$ cat config.mk
export PLATFORM = sky130hd
export DESIGN_NAME = rotate_right_seq
export DESIGN_NICKNAME = d
export VERILOG_FILES = /design/src/rtl/rotate_right_seq.sv
export SDC_FILE = /design/constraint.sdc
export NUM_CORES = 1
export LEC_CHECK = 0
export ABC_AREA = 1
export BUFFER_PORTS_ARGS = -buffer_cell sky130_fd_sc_hd__buf_2
export CAP_MARGIN = 10
export CORE_ASPECT_RATIO = 0.7
export CORE_MARGIN = 10
export CORE_UTILIZATION = 25
export CTS_BUF_LIST = sky130_fd_sc_hd__clkbuf_8
export DETAILED_ROUTE_END_ITERATION = 12
export PLACE_DENSITY_LB_ADDON = 0.3
export SLEW_MARGIN = 40
export SYNTH_ARGS = -nofsm -noshare
export SYNTH_HDL_FRONTEND = slang
export SYNTH_SLANG_ARGS = --single-unit
$ cat constraint.sdc
create_clock -name clk -period 2.6 [get_ports clk]
set_clock_uncertainty 0.1 [all_clocks]
set_input_delay 0.26 -clock clk [delete_from_list [all_inputs] [get_ports clk]]
set_output_delay 0.26 -clock clk [all_outputs]
set_load 0.1 [all_outputs]
$ cat src/rtl/rotate_right_seq.sv
// Sequential rotate-right engine: one power-of-two stage per clock,
// 16-bit or 32-bit width, result held until accepted.
module rotate_right_seq (
    input  logic        clk,
    input  logic        rst_n,
    input  logic        in_valid,
    output logic        in_ready,
    input  logic        mode32,
    input  logic [31:0] a,
    input  logic [4:0]  amt,
    output logic        out_valid,
    input  logic        out_ready,
    output logic [31:0] y,
    output logic        busy
);

    typedef enum logic [1:0] {
        IDLE = 2'd0,
        RUN  = 2'd1,
        DONE = 2'd2
    } state_t;

    state_t      state_q, state_d;
    logic [31:0] work_q, work_d;
    logic [4:0]  sh_q, sh_d;
    logic        m32_q, m32_d;
    logic [2:0]  stage_q, stage_d;

    logic [5:0]  step;
    logic [63:0] dbl32;
    logic [31:0] dbl16;
    logic [31:0] rot;
    logic        last;

    // Rotation done by shifting a doubled copy of the active width.
    always_comb begin
        step  = 6'd1 << stage_q;
        dbl32 = {work_q, work_q} >> step;
        dbl16 = {work_q[15:0], work_q[15:0]} >> step;
        rot   = m32_q ? dbl32[31:0] : {16'h0, dbl16[15:0]};
        last  = m32_q ? (stage_q == 3'd4) : (stage_q == 3'd3);
    end

    always_comb begin
        state_d = state_q;
        work_d  = work_q;
        sh_d    = sh_q;
        m32_d   = m32_q;
        stage_d = stage_q;
        case (state_q)
            IDLE: begin
                if (in_valid) begin
                    work_d  = mode32 ? a : {16'h0, a[15:0]};
                    sh_d    = mode32 ? amt : {1'b0, amt[3:0]};
                    m32_d   = mode32;
                    stage_d = 3'd0;
                    state_d = RUN;
                end
            end
            RUN: begin
                if (sh_q[stage_q]) begin
                    work_d = rot;
                end
                stage_d = stage_q + 3'd1;
                if (last) begin
                    state_d = DONE;
                end
            end
            DONE: begin
                if (out_ready) begin
                    state_d = IDLE;
                end
            end
            default: state_d = IDLE;
        endcase
    end

    always_ff @(posedge clk or negedge rst_n) begin
        if (!rst_n) begin
            state_q <= IDLE;
            work_q  <= 32'h0;
            sh_q    <= 5'h0;
            m32_q   <= 1'b0;
            stage_q <= 3'd0;
        end else begin
            state_q <= state_d;
            work_q  <= work_d;
            sh_q    <= sh_d;
            m32_q   <= m32_d;
            stage_q <= stage_d;
        end
    end

    assign in_ready  = (state_q == IDLE);
    assign busy      = (state_q != IDLE);
    assign out_valid = (state_q == DONE);
    assign y         = work_q;

endmodule

==> results_dict.tcl, run 1 <==
set metrics [dict create \
    die_area_sq_mm 0.02772 \
    yosys_warnings 0 \
    cts_max_path_buffers 2 \
    core_sq_mm 0.02087 \
    critPathTopFamily "simple AND/OR/NAND/NOR gates" \
    synth-seq-cells 43 \
    cts_tree "done" \
    avgViaCountPerCell 5.274 \
    antenna_found_initial 0 \
    worstSetupPathType "flop to flop" \
    syn_area_sq_mm 0.005345 \
    syn-num-nets 980 \
    die_x_um 194.8 \
    ios 77 \
    place_ws_ns 0.09615 \
    finish.utilization_pct 31.10 \
    timing.final.ws_setup_ns 0.1129 \
    synth-xor-area-share_pct 0 \
    avgSynthCellArea_sq_um 5.729 \
    slew_violations 0 \
    first_pass_iters 6 \
    num_rows 44 \
    cts.root.buffer_cell "clkbuf_8" \
    worst_ep_arrival_time_ns 2.60 \
    status "finished, final reports clean" \
    path_cells "inv_2 > ha_1 > inv_2 > nor2_4 > buf_6 > nand3_1 > nand2_1 > nand2_1 > nand3_1 > nand2_1 > nand2_1 > nand3_1 > nand2_1 > nand2_1 > nand2_1 > nand2_1" \
    hold_path.class "input pin to flop" \
    crit_fanout 18 \
    synth_cell_types 34 \
    synth_seq_area_share_pct 20.13 \
    tns_ns 0 \
    multiInputGateArea_sq_mm 0.003814 \
    tightest_slew_ns 0.6860 \
    grt_max_degree 45 \
    regArea_sq_mm 0.001076 \
    maxSlewHeadroom_pct 54.22 \
    rsz0062_at_grt "false" \
    setup_viol 0 \
    fmax_ghz 0.4021 \
    synth_compound_area_share_pct 10.53 \
    startpoint_type "flop" \
    nNetsFinal 1067 \
    period_share_pct 95.66 \
    synth_simple_gate_area_share_pct 58.92 \
    synth_adder_area_share_pct 1.170 \
    port_buffers 76 \
    hpwlAfterDp_um 20490 \
    fillers 2344 \
    synth_top_family_by_area "simple AND/OR/NAND/NOR gates" \
    endpoint_kind "flop" \
    overflow 0 \
    place.gp.congestion 0.9837 \
    grt_first_pass_wirelength_um 39160 \
    max_stage_delay_ns 0.39 \
    postPlaceCellArea_sq_mm 0.006302 \
    clk_latency_ns 0.32 \
    die_h_um 142.3 \
    path_buf_inv 3 \
    drc_errors 0 \
    slowest_stage "dfrtp_1" \
    track_usage_pct 18.00 \
    htree_levels 2 \
    grt_pass1_vias 6147 \
    drt_iter0_drc 867 \
    ant_nets 0 \
    cts_made_buffers 5 \
    min_period_ns 2.487 \
    drive_gt1_share_pct 20.67 \
    layout_common_cells "nand2_1 (346), nand3_1 (218), buf_2 (75), a21oi_1 (63), nor2_1 (52)" \
    finalHoldViolCount 0 \
    start_util_pct 25.62 \
    dr_total_vias 6840 \
    area_delta_synth_final_pct 21.40 \
    postSynthCellCount 933 \
    yosys-mux-area-fraction_pct 0 \
    final_common_cell "nand2_1" \
    finalInstanceArea_sq_mm 0.006489 \
    clk_pin_slew_ns 0.09 \
    clock-sinks 43 \
    worstPathRequired_ns 2.72 \
    routed_wl_um 25960 \
    crit_top_cell "nand2_1" \
    antenna_cells 0 \
    wl_per_cell_um 20.02 \
    cap_viol_max_count 0 \
]
## routing by layer
metal | GRT usage, % | wire length, um
met5 | 0 | 0
met4 | 2.845 | 345
met3 | 6.332 | 3744
met2 | 22.44 | 9307
met1 | 28.12 | 12570
## Yosys cell counts, drive strengths merged
| cell | instances | area share, % |
|---|---|---|
| inv | 48 | 3.5 |
| a31oi | 3 | 0.35 |
| nand3 | 244 | 26 |
| o211ai | 4 | 0.56 |
| clkbuf | 14 | 0.98 |
| nand2 | 363 | 27 |
| ha | 5 | 1.2 |
| buf | 41 | 4.7 |
| nor2 | 61 | 5.1 |
| dfrtp | 43 | 20 |
| nand3b | 2 | 0.28 |
| nor3 | 2 | 0.28 |
| nand4 | 4 | 0.47 |
| o21ai | 24 | 2.2 |
| clkinv | 2 | 0.14 |
| a21oi | 67 | 6.6 |
| o22ai | 1 | 0.12 |
| a22oi | 5 | 0.70 |
## worst paths after layout
kind / depth (start not counted) / slack, ns / startpoint / endpoint
worst max register to register: 16 / 0.11 / stage_q[1] / y[13]
min in group asynchronous: 2 / 0.32 / rst_n / y[8]
worst max-delay path: 16 / 0.11 / stage_q[1] / y[13]
worst min register to register: 2 / 0.39 / sh_q[3] / sh_q[3]
max in group asynchronous: 3 / 1.60 / rst_n / sh_q[3]
worst min-delay path: 3 / 0.04 / amt[3] / sh_q[3]
## worst reg2reg max path, delay by kind of cell (launching register included)
| kind | cells | cell delay [ns] |
|---|---|---|
| flip-flops | 1 | 0.39 |
| adder cells (fa/ha/maj) | 1 | 0.20 |
| AND/OR/NAND/NOR | 12 | 1.31 |
| buffers and inverters | 3 | 0.40 |
## registers in the layout (all words and copies together) (netlist names)
signal,count
y,32
sh_q,5
stage_q,3
state_q,2
m32_q,1
## metrics by stage
step                      cells  hold slack (ns)
after floorplan             933          -0.1356
after global placement     1286           0.2773
after detailed placement   1286           0.2833
after CTS                  1295          0.03729
after global routing       1297          0.04935
final                      1297          0.04144
## layout make-up
type	count	share of cell area, %
Tap cell	276	5.322
Sequential cell	43	16.58
Multi-Input combinational cell	786	58.77
Clock inverter	3	1.041
Timing Repair Buffer	134	14.25
Clock buffer	5	1.061
Inverter	50	2.970
## cell families after synthesis
kind of cell	after synthesis
AOI/OAI and AO/OA	104
adders and majority gates	5
buffers and inverters	105
DFF	43
and+or+nand+nor	676
## repair_timing
action | 4_1_cts | 5_1_grt
hold buffers | 1 | 0
endpoints found under the setup margin | 0 | 13
buffers inserted | 0 | 1
endpoints found under the hold margin | 28 | 0
gates resized for setup | 0 | 5
Power of run 1 is left out: the tool's default activity adds up to more than one toggle a clock period on the data nets, which glitch-free logic cannot reach.
==> run 2, diff against run 1 <==
--- a/config.mk
+++ b/config.mk
@@ -14,6 +14,7 @@
 export CTS_BUF_LIST = sky130_fd_sc_hd__clkbuf_8
 export DETAILED_ROUTE_END_ITERATION = 12
 export PLACE_DENSITY_LB_ADDON = 0.3
+export REMOVE_ABC_BUFFERS = 1
 export SLEW_MARGIN = 40
 export SYNTH_ARGS = -nofsm -noshare
 export SYNTH_HDL_FRONTEND = slang
==> run 2 against run 1 <==
Sequential cell count stayed put; critical path type unchanged; routed wire length is 7.7% lower; first-iteration DRC count is 3.0% lower; sequential share of layout area is 0.15 points higher; highest routed layer unchanged; core utilization is 0.24 points lower; final cell count is 0.31% lower; non-clock buffer count is 4 lower; register-to-register slack better by 0.05 ns; maximum frequency is 2.1% higher.
==> results_dict.tcl, run 2 (synthesis gave the netlist of run 1 again) <==
set metrics [dict create \
    cts.root.buffer_cell "clkbuf_8" \
    tightest_slew_ns 0.5311 \
    slowest_stage "dfrtp_2" \
    hold_path.class "input pin to flop" \
    rsz0062_at_grt "false" \
    cap_viol_max_count 0 \
    first_pass_iters 5 \
    fmax_ghz 0.4104 \
    die_h_um 142.3 \
    period_share_pct 93.71 \
    clk_latency_ns 0.35 \
    timing.final.ws_setup_ns 0.1636 \
    largest_reg_flops 32 \
    cts_max_path_buffers 2 \
    drt_iter0_drc 841 \
    path_cells "inv_1 > ha_1 > buf_6 > buf_4 > buf_4 > nand3_1 > nand2_1 > nand2_1 > nand3_1 > o21ai_2 > nand2_1 > nand2_1 > nand2_1 > nand2_1 > nand2_1 > nand2_1 > nand2_1 > nand2_1" \
    crit_top_cell "nand2_1" \
    grt_max_degree 45 \
    start_util_pct 25.62 \
    track_usage_pct 16.81 \
    drc_errors 0 \
    antenna_cells 0 \
    slew_violations 0 \
    status "finished, final reports clean" \
    layout_common_cells "nand2_1 (343), nand3_1 (212), buf_2 (75), a21oi_1 (63), nor2_1 (56)" \
    worstSetupPathType "flop to flop" \
    drive_gt1_share_pct 20.55 \
    worstPathRequired_ns 2.76 \
    place_ws_ns 0.08790 \
    num_rows 44 \
    die_x_um 194.8 \
    endpoint_kind "flop" \
    hpwlAfterDp_um 18520 \
    maxSlewHeadroom_pct 64.46 \
    finalHoldViolCount 0 \
    clk_pin_slew_ns 0.10 \
    overflow 0 \
    antenna_found_initial 0 \
    place.gp.congestion 0.9601 \
    setup_viol 0 \
    port_buffers 76 \
    wl_per_cell_um 18.53 \
    cts_made_buffers 5 \
    grt_first_pass_wirelength_um 36900 \
    worst_ep_arrival_time_ns 2.59 \
    dr_total_vias 6685 \
    ios 77 \
    area_delta_synth_final_pct 20.46 \
    ant_nets 0 \
    min_period_ns 2.436 \
    routed_wl_um 23960 \
    startpoint_type "flop" \
    cts_tree "done" \
    die_area_sq_mm 0.02772 \
    nNetsFinal 1063 \
    clock-sinks 43 \
    crit_fanout 8 \
    core_sq_mm 0.02087 \
    htree_levels 2 \
    avgViaCountPerCell 5.170 \
    final_common_cell "nand2_1" \
    max_stage_delay_ns 0.46 \
    grt_pass1_vias 6161 \
]
[run 2: changes by cell type in the layout (fill, tap and decap cells not counted), sizes merged]
cell	previous run	this run
buf	133	125
clkinv	2	3
dlygate4sd3	1	5
clkinvlp	1	2
bufinv	2	0
[run 2: metal layers]
layer	vias up	wire length [um]	GRT usage [%]
li1	3263	-	-
met1	3089	11320	24.12
met2	316	10040	24.24
met3	17	2374	4.920
met4	0	224	3.165
met5	-	0	0
[run 2: critical path, delay by kind of cell, from the launching register on]
family / cells / cell delay, ns
buffers and inverters: 4 / 0.54
adder cells (fa/ha/maj): 1 / 0.16
flip-flops: 1 / 0.46
AO/OA/AOI/OAI: 1 / 0.10
AND/OR/NAND/NOR: 12 / 0.95
[run 2: timing repair]
action / in CTS / in global routing
buffers inserted: 0 / 8
endpoints found under the hold margin: 28 / 0
hold buffers: 5 / 0
resized for setup: 0 / 14
endpoints found under the setup margin: 0 / 31
[run 2: final cells by class]
cell class	count	area, sq um
inverters	50	192.7
well taps	276	345.3
multi-input cells	786	3839
flip-flops and latches	43	1077
fillers	2317	14430
clock buffers	5	68.82
clock inverters	3	20.02
repair buffers	130	895.9
[run 2: path summary, 6_finish.rpt]
kind,start,end,slack (ns),depth (start not counted)
worst max-delay path,stage_q[0],y[11],0.16,18
max in group asynchronous,rst_n,y[28],1.59,3
worst min register to register,sh_q[0],sh_q[0],0.39,2
min in group asynchronous,rst_n,y[9],0.28,2
worst min-delay path,amt[4],sh_q[4],0.06,3
worst max register to register,stage_q[0],y[11],0.16,18
[run 2: per-stage QoR]
stage | instance area (sq um) | TNS, ns | utilization [%] | hold slack, ns | std cells
after floorplan | 5044 | -43.07 | - | -0.1356 | 878
after global placement | 6167 | 0 | 29.56 | 0.2660 | 1271
after detailed placement | 6167 | 0 | 29.56 | 0.2680 | 1271
after CTS | 6306 | 0 | 30.22 | 0.05938 | 1284
after global routing | 6439 | 0 | 30.86 | 0.09473 | 1293
final | 6439 | 0 | 30.86 | 0.06168 | 1293
Power of run 2 is left out for the same reason.
